## config.mk

```make
export PLATFORM = sky130hd
export DESIGN_NAME = edge_detec_multi
export DESIGN_NICKNAME = d
export VERILOG_FILES = /design/src/rtl/edge_detec_pkg.sv /design/src/rtl/edge_chan.sv /design/src/rtl/edge_detec_multi.sv
export SDC_FILE = /design/constraint.sdc
export NUM_CORES = 1
export LEC_CHECK = 0
export CORE_MARGIN = 4
export CORE_UTILIZATION = 47
export CTS_CLUSTER_DIAMETER = 200
export DETAILED_ROUTE_END_ITERATION = 6
export GPL_TIMING_DRIVEN = 0
export PLACE_DENSITY = 0.86
export SLEW_MARGIN = 20
export SYNTH_ARGS = -nofsm -noshare
export SYNTH_HDL_FRONTEND = slang
export SYNTH_SLANG_ARGS = --single-unit
```

## constraint.sdc

```tcl
create_clock -name clk -period 1.4 [get_ports clk]
set_input_delay 0.28 -clock clk [delete_from_list [all_inputs] [get_ports clk]]
set_output_delay 0.28 -clock clk [all_outputs]
set_load 0.01 [all_outputs]
```

## src/rtl/edge_detec_pkg.sv

```systemverilog
// Shared types and mode decode helpers for the multi-channel edge detector.
package edge_detec_pkg;

    typedef enum logic [1:0] {
        EDGE_OFF  = 2'b00,
        EDGE_RISE = 2'b01,
        EDGE_FALL = 2'b10,
        EDGE_BOTH = 2'b11
    } edge_mode_e;

    function automatic logic mode_rise(input edge_mode_e m);
        return (m == EDGE_RISE) || (m == EDGE_BOTH);
    endfunction

    function automatic logic mode_fall(input edge_mode_e m);
        return (m == EDGE_FALL) || (m == EDGE_BOTH);
    endfunction

endpackage

```

## src/rtl/edge_chan.sv

```systemverilog
// One input channel: synchroniser, debounce filter, edge detect, sticky flag
// and saturating event counter.
module edge_chan
    import edge_detec_pkg::*;
#(
    parameter int SYNC_STAGES = 2,
    parameter int DEB_W       = 4,
    parameter int CNT_W       = 8
) (
    input  logic             clk,
    input  logic             reset,
    input  logic             a_i,
    input  edge_mode_e       mode_i,
    input  logic [DEB_W-1:0] deb_len_i,
    input  logic             clr_i,
    output logic             re_o,
    output logic             fe_o,
    output logic             sticky_o,
    output logic [CNT_W-1:0] count_o
);

    localparam logic [CNT_W-1:0] CNT_MAX = {CNT_W{1'b1}};

    logic [SYNC_STAGES-1:0] sync_q, sync_d;
    logic                   lvl_q, lvl_d, lvl_prev_q;
    logic [DEB_W-1:0]       dcnt_q, dcnt_d;
    logic                   re_q, re_d, fe_q, fe_d;
    logic                   sticky_q, sticky_d;
    logic [CNT_W-1:0]       ecnt_q, ecnt_d;
    logic                   s, hit;

    assign s = sync_q[SYNC_STAGES-1];

    always_comb begin
        sync_d = {sync_q[SYNC_STAGES-2:0], a_i};
        lvl_d  = lvl_q;
        dcnt_d = dcnt_q;
        if (s == lvl_q) begin
            dcnt_d = '0;
        end else if (dcnt_q >= deb_len_i) begin
            lvl_d  = s;
            dcnt_d = '0;
        end else begin
            dcnt_d = dcnt_q + DEB_W'(1);
        end
    end

    // Edges are taken from the registered level one cycle after it moves.
    always_comb begin
        re_d     = lvl_q & ~lvl_prev_q & mode_rise(mode_i);
        fe_d     = ~lvl_q & lvl_prev_q & mode_fall(mode_i);
        hit      = re_d | fe_d;
        sticky_d = hit | (sticky_q & ~clr_i);
        ecnt_d   = ecnt_q;
        if (hit) begin
            if (clr_i)
                ecnt_d = CNT_W'(1);
            else if (ecnt_q != CNT_MAX)
                ecnt_d = ecnt_q + CNT_W'(1);
        end else if (clr_i) begin
            ecnt_d = '0;
        end
    end

    always_ff @(posedge clk) begin
        if (reset) begin
            sync_q     <= '0;
            lvl_q      <= 1'b0;
            lvl_prev_q <= 1'b0;
            dcnt_q     <= '0;
            re_q       <= 1'b0;
            fe_q       <= 1'b0;
            sticky_q   <= 1'b0;
            ecnt_q     <= '0;
        end else begin
            sync_q     <= sync_d;
            lvl_q      <= lvl_d;
            lvl_prev_q <= lvl_q;
            dcnt_q     <= dcnt_d;
            re_q       <= re_d;
            fe_q       <= fe_d;
            sticky_q   <= sticky_d;
            ecnt_q     <= ecnt_d;
        end
    end

    assign re_o     = re_q;
    assign fe_o     = fe_q;
    assign sticky_o = sticky_q;
    assign count_o  = ecnt_q;

endmodule

```

## src/rtl/edge_detec_multi.sv

```systemverilog
// Multi-channel filtered edge detector: slices the buses into per-channel
// edge_chan instances and ORs the sticky flags into irq.
module edge_detec_multi
    import edge_detec_pkg::*;
#(
    parameter int N_CH        = 4,
    parameter int SYNC_STAGES = 2,
    parameter int DEB_W       = 4,
    parameter int CNT_W       = 8
) (
    input  logic                  clk,
    input  logic                  reset,
    input  logic [N_CH-1:0]       a_in,
    input  logic [2*N_CH-1:0]     edge_mode,
    input  logic [DEB_W-1:0]      debounce_len,
    input  logic [N_CH-1:0]       evt_clr,
    output logic [N_CH-1:0]       RE_detected,
    output logic [N_CH-1:0]       FE_detected,
    output logic [N_CH-1:0]       evt_sticky,
    output logic [N_CH*CNT_W-1:0] evt_count,
    output logic                  irq
);

    for (genvar i = 0; i < N_CH; i++) begin : g_ch
        edge_chan #(
            .SYNC_STAGES(SYNC_STAGES),
            .DEB_W      (DEB_W),
            .CNT_W      (CNT_W)
        ) u_chan (
            .clk      (clk),
            .reset    (reset),
            .a_i      (a_in[i]),
            .mode_i   (edge_mode_e'(edge_mode[2*i +: 2])),
            .deb_len_i(debounce_len),
            .clr_i    (evt_clr[i]),
            .re_o     (RE_detected[i]),
            .fe_o     (FE_detected[i]),
            .sticky_o (evt_sticky[i]),
            .count_o  (evt_count[CNT_W*i +: CNT_W])
        );
    end

    assign irq = |evt_sticky;

endmodule

```

# Yosys cells after proc, flatten, opt, wreduce, memory -nomap -nowiden
# Cells that the tools add are included.
# totals
inputBits	22
output_inout_bits	45
ff_bits	76
# classes
n_mux	16
bitwise	44
eq_ne	20
magnitude_cmp	4
addsub	8
n_reduce_logical	29
# op_table
operator	n
$mux W8	16
$add A8 B1 Y8 const B	4
$ne A8 B8 Y1 const B	4
$and A1 B1 Y1	20
$add A4 B1 Y4 const B	4
$eq A2 B2 Y1 const B	8
$ge A4 B4 Y1	4
$not A1 Y1	16
$reduce_and A2 Y1	8
$reduce_bool A2 Y1	8
$reduce_or A3 Y1	4
$eq A2 B1 Y1 const B	4
$logic_or A1 B1 Y1	8
$or A1 B1 Y1	8
$eq A1 B1 Y1	4
$reduce_or A4 Y1	1

# Longest topological paths before layout
# Gate-level depths: netlist of run 1.
# depth
ltp_word	6
mapped_depth	6
ltp_nobuf	6

# Modules after synthesis
# From an unflattened synthesis of run 1, not the netlist that was laid out.
# hier_totals
cells_unflattened	389
area_unflattened_um2	3741.1
# modules_own_cells
mod	cells_each	instances	seq_area_each_um2	area_each_um2
edge_chan	97	4	380.4	933.4
edge_detec_multi	1	1	0.0	7.5

# Worst setup path before layout of run 1
# No wires, ideal clock.
# synth_timing
path_kind	reg2reg
start	reg g_ch[0].u_chan.ecnt_q[0]
end	reg g_ch[0].u_chan.ecnt_q[0]
stages_incl_launch_ff	6
t_arrival_ns	1.542
path_buffers	0
period_less_slack_ns	1.613
path_slack_ns	-0.213
cell_sequence	dfxtp_1 > ha_1 > nand3_1 > o2bb2ai_2 > mux2_2 > a21oi_1
# synth_between
elab_chain_cells	4
# synth_lines
element	line_no	source
from (decl)	edge_chan.sv:29	logic [CNT_W-1:0] ecnt_q, ecnt_d;
from (signal assigned)	edge_chan.sv:83	ecnt_q <= ecnt_d;
$add A8 B1 Y8	edge_chan.sv:59	ecnt_d = ecnt_q + CNT_W'(1);
$mux W8	edge_chan.sv:58	else if (ecnt_q != CNT_MAX)
$mux W8	edge_chan.sv:56	if (clr_i)
$mux W8	edge_chan.sv:55	if (hit) begin
# Parallel ways exist; a longest one is shown, timed or not. The select of a mux whose other input is x is not followed.
# A chain may end at the register's enable or synchronous reset.

# Worst setup path in the final report of run 1
# layout_timing
start	reg g_ch[1].u_chan.sticky_q
end	out irq
# layout_between
elab_chain_cells	1
# layout_lines
element	line_no	source
from (decl)	edge_chan.sv:28	logic sticky_q, sticky_d;
from (signal assigned)	edge_chan.sv:82	sticky_q <= sticky_d;
$reduce_or A4 Y1	edge_detec_multi.sv:43	assign irq = |evt_sticky;
to (decl)	edge_detec_multi.sv:21	output logic irq
# No other way between the ends.

==> results of run 1 <==
==> cell usage in the layout (no fill, tap or decap), types with 5 or more instances in the layout <==
cell and instances:
a211oi_2 5, a21oi_1 11, a21oi_2 10, buf_4 50, clkbuf_8 12, clkdlybuf4s50_1 17
dfxtp_1 33, dfxtp_2 28, dfxtp_4 15, dlygate4sd2_1 44, ha_1 12, ha_4 11
inv_1 16, inv_2 6, mux2_4 5, mux2i_1 5, nand2_1 22, nand3_1 14
nand3b_1 6, nor2_1 30, nor2b_1 19, nor3_1 6, o211ai_1 5, o21ai_0 7
o21ai_2 5, or3_1 6, xnor2_1 8
==> layout make-up <==
cell class / count / share of cell area
Buffer: 16 / 0.0228
Clock buffer: 11 / 0.0279
Clock inverter: 5 / 0.0196
Inverter: 23 / 0.0164
Multi-Input combinational cell: 274 / 0.431
Sequential cell: 76 / 0.297
Tap cell: 99 / 0.0228
Timing Repair Buffer: 103 / 0.162
==> power breakdown <==
part,switching [mW],internal [mW]
clock network,0.835,1.29
registers,0.0119,2.15
logic,0.151,0.168
total,0.999,3.61
==> flip-flops by register name, indices dropped and copies added (netlist names) <==
name                    cells
g_ch.u_chan.count_o        32
g_ch.u_chan.dcnt_q         16
g_ch.u_chan.sync_q          8
g_ch.u_chan.fe_o            4
g_ch.u_chan.lvl_prev_q      4
g_ch.u_chan.lvl_q           4
g_ch.u_chan.re_o            4
g_ch.u_chan.sticky_o        4
==> cell families (layout without fill, tap and decap cells) <==
logic type / count (synthesis) / count (layout) / share of synthesized area
AND/OR/NAND/NOR: 145 / 145 / 0.218
AO/OA/AOI/OAI: 82 / 82 / 0.160
flip-flops: 76 / 76 / 0.420
buffers and inverters: 42 / 158 / 0.0563
adder cells (fa/ha/maj): 24 / 24 / 0.0830
XOR/XNOR: 12 / 12 / 0.0290
multiplexers: 11 / 11 / 0.0325
==> what timing repair did <==
action,in CTS,in global routing
endpoints found under the setup margin,95,49
resized for setup,134,53
pin swaps,39,41
setup buffers,23,15
==> per-stage QoR <==
| stage | setup WS [ns] | hold WS (ns) | total power [mW] | utilization | cell area (um^2) |
|---|---|---|---|---|---|
| 6_report | -0.215 | 0.375 | 4.61 | 0.736 | 5420 |
| 2_1_floorplan | 0.00221 | 0.405 | 2.38 | - | 3750 |
| 3_5_place_dp | -0.835 | 0.420 | 2.49 | 0.615 | 4530 |
| 5_1_grt | -0.267 | 0.381 | 4.75 | 0.736 | 5420 |
| 3_3_place_gp | -0.818 | 0.417 | 2.48 | 0.615 | 4530 |
| 4_1_cts | -0.223 | 0.361 | 4.60 | 0.697 | 5140 |
==> per-layer routing <==
| layer | GRT usage | part of all wire | vias up |
|---|---|---|---|
| met4 | 0.0486 | 0.011 | 0 |
| met5 | 0 | 0 | - |
| met2 | 0.349 | 0.50 | 144 |
| li1 | - | - | 1614 |
| met1 | 0.246 | 0.42 | 1584 |
| met3 | 0.0610 | 0.068 | 11 |
==> worst max-delay path by stage <==
stage                        startpoint                      end  slack [ns]  cells past startpoint
2_1_floorplan  g_ch[1].u_chan.dcnt_q[0]     g_ch[1].u_chan.lvl_q       0.002                      6
3_3_place_gp                      reset  g_ch[1].u_chan.sticky_o       -0.82                      5
3_5_place_dp                      reset  g_ch[1].u_chan.sticky_o       -0.84                      5
4_1_cts         g_ch[1].u_chan.sticky_o                      irq       -0.22                      2
5_1_grt         g_ch[2].u_chan.sticky_o                      irq       -0.27                      2
6_report        g_ch[1].u_chan.sticky_o                      irq       -0.22                      2
==> worst reg2reg max path, stage by stage (launching register included) <==
cell	delay, ns
dfxtp_2	0.35
inv_2	0.05
ha_4	0.20
nand2b_4	0.14
a211oi_4	0.22
o21ai_2	0.10
mux2_4	0.30
==> summary.md, run 1 <==
| Metric | Value |
|---|---|
| Non-Filler Instances | `607` |
| Post-synth EDFFs | `0` |
| Dpl hpwl | `5.95 mm` |
| Worst R2R Start | `g_ch[0].u_chan.dcnt_q[0]` |
| Register area | `1610 um^2` |
| CP arrival | `1.34 ns` |
| Die width | `95.8 um` |
| Clock root cell | `clkbuf_8` |
| Peak supply drop | `0.977 mV` |
| Port Buffer Count | `66` |
| Vias in the first global route | `3,206` |
| CTS tree | `built` |
| Initial Utilization | `0.491` |
| Max incr delay on CP | `0.48 ns` |
| Number of I/O pins | `67` |
| Fin crit share | `1.15` |
| CP required | `1.12 ns` |
| Post-synth top cells | `76 x dfxtp_1, 36 x nor2_1, 24 x ha_1, 23 x inv_1, 23 x nand2_1` |
| CTS Sinks | `76` |
| Worst hold path type | `input pin to register` |
| Setup_tns | `-0.667 ns` |
| Largest net degree at the start of global routing | `14` |
| DRT Pass-1 Iters | `6` |
| CTS Buffer Depth | `2` |
| CTS Hold Bufs | `0` |
| Top-count cell post-synth | `dfxtp_1` |
| Worst slew pin tran | `0.494 ns` |
| Remaining Overflow, GRT | `0` |
| Area occupied by multi-input gates | `2340 um^2` |
| Yosys reg bits | `76` |
| Core area | `7370 um^2` |
| Total of max-cap violations | `0` |
| CP bufs+invs | `1` |
| GRT Total Usage | `0.202` |
| Clock skew | `0.0118 ns` |
| Critical Path Fanout Max | `2` |
| Antenna diodes | `0` |
| Hold Vio Cnt, Final | `0` |
| Power Density | `849 nW/um^2` |
| Tmin final | `1.62 ns` |
| WL per Instance | `15.4 um` |
| Initial antenna violation count | `0` |
| Cells after Synth | `392` |
| Cell taking the most area after synthesis | `dfxtp_1` |
| Min-delay src | `edge_mode[6]` |
| Initial DRC count | `172` |
| Fraction of registers with async set/reset | `0` |
| H-tree levels | `3` |
| Detailed-route DRC error count | `0` |
| Placed cells | `557` |
| Via/cell ratio | `5.52` |
| Floorplan row count | `31` |
| Leak Pwr | `2.29 nW` |
| RR Endpoint | `g_ch[0].u_chan.lvl_q` |
| WS Path Type | `register to output port` |
| Antenna viol nets, final | `0` |
| Run status | `complete, but fails checks` |
| Nets | `549` |
| Main synth FF type | `dfxtp_1` |
| Share of cells above drive strength 1 | `0.394` |
| Fillers | `510` |
| Yosys top cell area share | `0.420` |
| Cells along the critical path | `or4_1 -> buf_2` |
| Family with the most delay on the worst path | `simple AND/OR/NAND/NOR gates` |
| CP max-delay cell | `or4_1` |
| RSZ-0062 raised after global routing | `yes` |
| Vias | `3,353` |
| Hold worst-path end | `g_ch[3].u_chan.re_o` |
| Final setup viols | `18` |
| R2R depth | `6` |
| Reg2reg setup slack | `-0.07 ns` |
| Syn Area/Cell | `9.23 um^2` |
| Critical path capture point type | `output port` |
| First-pass GRT wire length | `14.6 mm` |
| Synth top area cells | `dfxtp_1 42%, ha_1 8.3%, nor2_1 3.7%, nor2b_1 3.3%, a21oi_1 2.8%` |
| YS warnings | `0` |
| Post-synthesis cell area | `3620 um^2` |
| Slack of the critical path | `-0.215 ns` |
| Post-synthesis sequential area ratio | `0.420` |
| Final Slew Violations | `0` |
| Die ar. | `9170 um^2` |
| Peak Freq | `0.619 GHz` |
| Startpoint Class | `register` |
| Violated checks | `setup timing` |
| Layout area overhead | `49.8%` |
| Clock buffers created by TritonCTS | `9` |
| Clock latency on the worst-skew pair | `0.35 ns` |
| Post-synthesis cell type count | `55` |
| Die Height | `95.8 um` |
| Worst-path clk slew | `0.08 ns` |
| Hold Path Stages | `2` |
| Relative slew slack | `0.669` |
| Routed wire length | `9.38 mm` |
| GPL Wtd Cong | `0.877` |
| Syn Nets | `438` |
Power figures use the tool's default switching activity.
==> run 2: changes to the inputs <==
--- a/config.mk
+++ b/config.mk
@@ -11,7 +11,9 @@
 export DETAILED_ROUTE_END_ITERATION = 6
 export GPL_TIMING_DRIVEN = 0
 export PLACE_DENSITY = 0.86
+export SKIP_CTS_REPAIR_TIMING = 1
 export SLEW_MARGIN = 20
 export SYNTH_ARGS = -nofsm -noshare
 export SYNTH_HDL_FRONTEND = slang
 export SYNTH_SLANG_ARGS = --single-unit
+export TNS_END_PERCENT = 30
==> run 2 against run 1 <==
Net effect:
- power shrank 17%
- sequential power about the same
- largest cell class unchanged
- first-iteration DRC count decreased by 50%
- setup slack got worse by 0.0063 ns
- critical path type unchanged
- worst hold slack worse by 0.092 ns
- final cell count decreased by 4.1%
- clock skew down 0.0046 ns
- the run still ends with setup timing left
- maximum frequency fell by 0.39%
==> summary.md, run 2 (synthesis results as in run 1) <==
| Metric | Value |
|---|---|
| Run status | `complete, but fails checks (unchanged)` |
| Violated checks | `setup timing (unchanged)` |
| Vias | `3,232 (was 3,353)` |
| WS Path Type | `register to output port (unchanged)` |
| Post-layout power | `3.84 mW (was 4.61 mW)` |
| Vias in the first global route | `3,025 (was 3,206)` |
| CTS Sinks | `76 (unchanged)` |
| Fin crit share | `1.16 (was 1.15)` |
| Routed wire length | `8.88 mm (was 9.38 mm)` |
| Critical Path Fanout Max | `3 (was 2)` |
| Relative slew slack | `0.739 (was 0.669)` |
| Tmin final | `1.62 ns (about the same)` |
| CP arrival | `1.34 ns (about the same)` |
| Place WS | `-0.873 ns (was -0.835 ns)` |
| GRT Total Usage | `0.177 (was 0.202)` |
| Clock root cell | `clkbuf_8 (unchanged)` |
| Hold Vio Cnt, Final | `0 (unchanged)` |
| Clock Power Share | `0.359 (was 0.461)` |
| Die ar. | `9170 um^2 (unchanged)` |
| Final Slew Violations | `0 (unchanged)` |
| Clock buffers created by TritonCTS | `9 (unchanged)` |
| Setup_tns | `-1.50 ns (was -0.667 ns)` |
| Final setup viols | `26 (was 18)` |
| Share of cells above drive strength 1 | `0.327 (was 0.394)` |
| Non-Filler Instances | `582 (was 607)` |
| Nets | `527 (was 549)` |
| DRT Pass-1 Iters | `4 (was 6)` |
| CTS Buffer Depth | `2 (unchanged)` |
| Startpoint Class | `register (unchanged)` |
| Worst slew pin tran | `0.390 ns (was 0.494 ns)` |
| Sw power | `920 uW (was 999 uW)` |
| Antenna diodes | `0 (unchanged)` |
| Final Util | `0.693 (was 0.736)` |
| CP required | `1.12 ns (about the same)` |
| Most frequent cells in the layout | `36 x buf_4, 36 x dfxtp_1, 35 x dlymetal6s2s_1 (was 50 x buf_4, 44 x dlygate4sd2_1, 33 x dfxtp_1)` |
| Placed Area | `4500 um^2 (was 4530 um^2)` |
| CTS tree | `built (unchanged)` |
| Die width | `95.8 um (unchanged)` |
| Clock latency on the worst-skew pair | `0.34 ns (was 0.35 ns)` |
| Sequential Power Share | `0.566 (was 0.470)` |
| Worst hold path type | `input pin to register (unchanged)` |
| Worst-path clk slew | `0.07 ns (was 0.08 ns)` |
| Layout area overhead | `41.0% (was 49.8%)` |
| Remaining Overflow, GRT | `0 (unchanged)` |
| Port Buffer Count | `66 (unchanged)` |
| Power Density | `753 nW/um^2 (was 849 nW/um^2)` |
| Via/cell ratio | `5.55 (was 5.52)` |
| Core area | `7370 um^2 (unchanged)` |
| Critical path capture point type | `output port (unchanged)` |
| RSZ-0062 raised after global routing | `yes (unchanged)` |
| Initial Utilization | `0.491 (unchanged)` |
| Die Height | `95.8 um (unchanged)` |
| Leak Pwr | `2.56 nW (was 2.29 nW)` |
| Antenna viol nets, final | `0 (unchanged)` |
| Dpl hpwl | `5.74 mm (was 5.95 mm)` |
| Number of I/O pins | `67 (unchanged)` |
| H-tree levels | `3 (unchanged)` |
| Clock skew | `0.00724 ns (was 0.0118 ns)` |
| Placed cells | `557 (unchanged)` |
| Initial DRC count | `86 (was 172)` |
| Total of max-cap violations | `0 (unchanged)` |
| Int Pwr | `2.92 mW (was 3.61 mW)` |
| Peak supply drop | `0.584 mV (was 0.977 mV)` |
| Initial antenna violation count | `0 (unchanged)` |
| Hold WS | `0.282 ns (was 0.375 ns)` |
| Max FFs per register | `32 (unchanged)` |
| Largest net degree at the start of global routing | `12 (was 14)` |
| WL per Instance | `15.3 um (was 15.4 um)` |
| Detailed-route DRC error count | `0 (unchanged)` |
| Slack of the critical path | `-0.222 ns (was -0.215 ns)` |
| Fin area | `5100 um^2 (was 5420 um^2)` |
| GPL Wtd Cong | `0.868 (was 0.877)` |
| Net Sw Frac | `0.239 (was 0.217)` |
| Combinational Power Share | `0.076 (was 0.069)` |
| Floorplan row count | `31 (unchanged)` |
| Peak Freq | `0.617 GHz (was 0.619 GHz)` |
| First-pass GRT wire length | `12.9 mm (was 14.6 mm)` |
run 2: changes by cell type in the layout (fill, tap and decap cells not counted), moves of 4 or more:
cell and delta:
a21oi_1 +4, buf_4 -14, nor2_1 +4, dfxtp_4 -5, o21ai_1 +4, dlygate4sd2_1 -44, dlymetal6s2s_1 +35, a21oi_2 -4
run 2: final cells by class:
cell class | count | area [um^2]
tap | 99 | 124
clock buffer | 10 | 128
multi-input combinational | 274 | 2210
buffer | 19 | 133
inverter | 23 | 88.8
timing repair buffer | 78 | 806
fill | 539 | 2270
sequential | 76 | 1600
clock inverter | 3 | 17.5
run 2: power groups by stage:
stage	combinational [mW]	clock [mW]	sequential [mW]
after CTS	0.235	1.39	2.19
after global routing	0.315	1.49	2.18
after floorplan	0.122	0	2.24
final	0.291	1.38	2.18
after global placement	0.227	0	2.24
after detailed placement	0.232	0	2.24
run 2: metal layers:
layer / vias to the layer above / part of all wire / global-route usage
li1: 1575 / - / -
met4: 0 / 0.017 / 0.0592
met5: - / 0 / 0
met3: 19 / 0.064 / 0.0547
met2: 96 / 0.50 / 0.303
met1: 1542 / 0.42 / 0.211
run 2: path summary, 6_finish.rpt:
path | startpoint | to | slack [ns] | depth (start not counted)
worst max-delay path | g_ch[0].u_chan.sticky_o | irq | -0.22 | 2
worst min register to register | g_ch[0].u_chan.sync_q[0] | g_ch[0].u_chan.sync_q[1] | 0.44 | 1
worst max register to register | g_ch[0].u_chan.dcnt_q[0] | g_ch[0].u_chan.lvl_q | -0.11 | 6
worst min-delay path | edge_mode[4] | g_ch[2].u_chan.re_o | 0.28 | 2
run 2: worst max-delay path, stage by stage, from the launching register on:
cell and delay, ns:
dfxtp_2 0.34, or4_1 0.51, buf_2 0.15
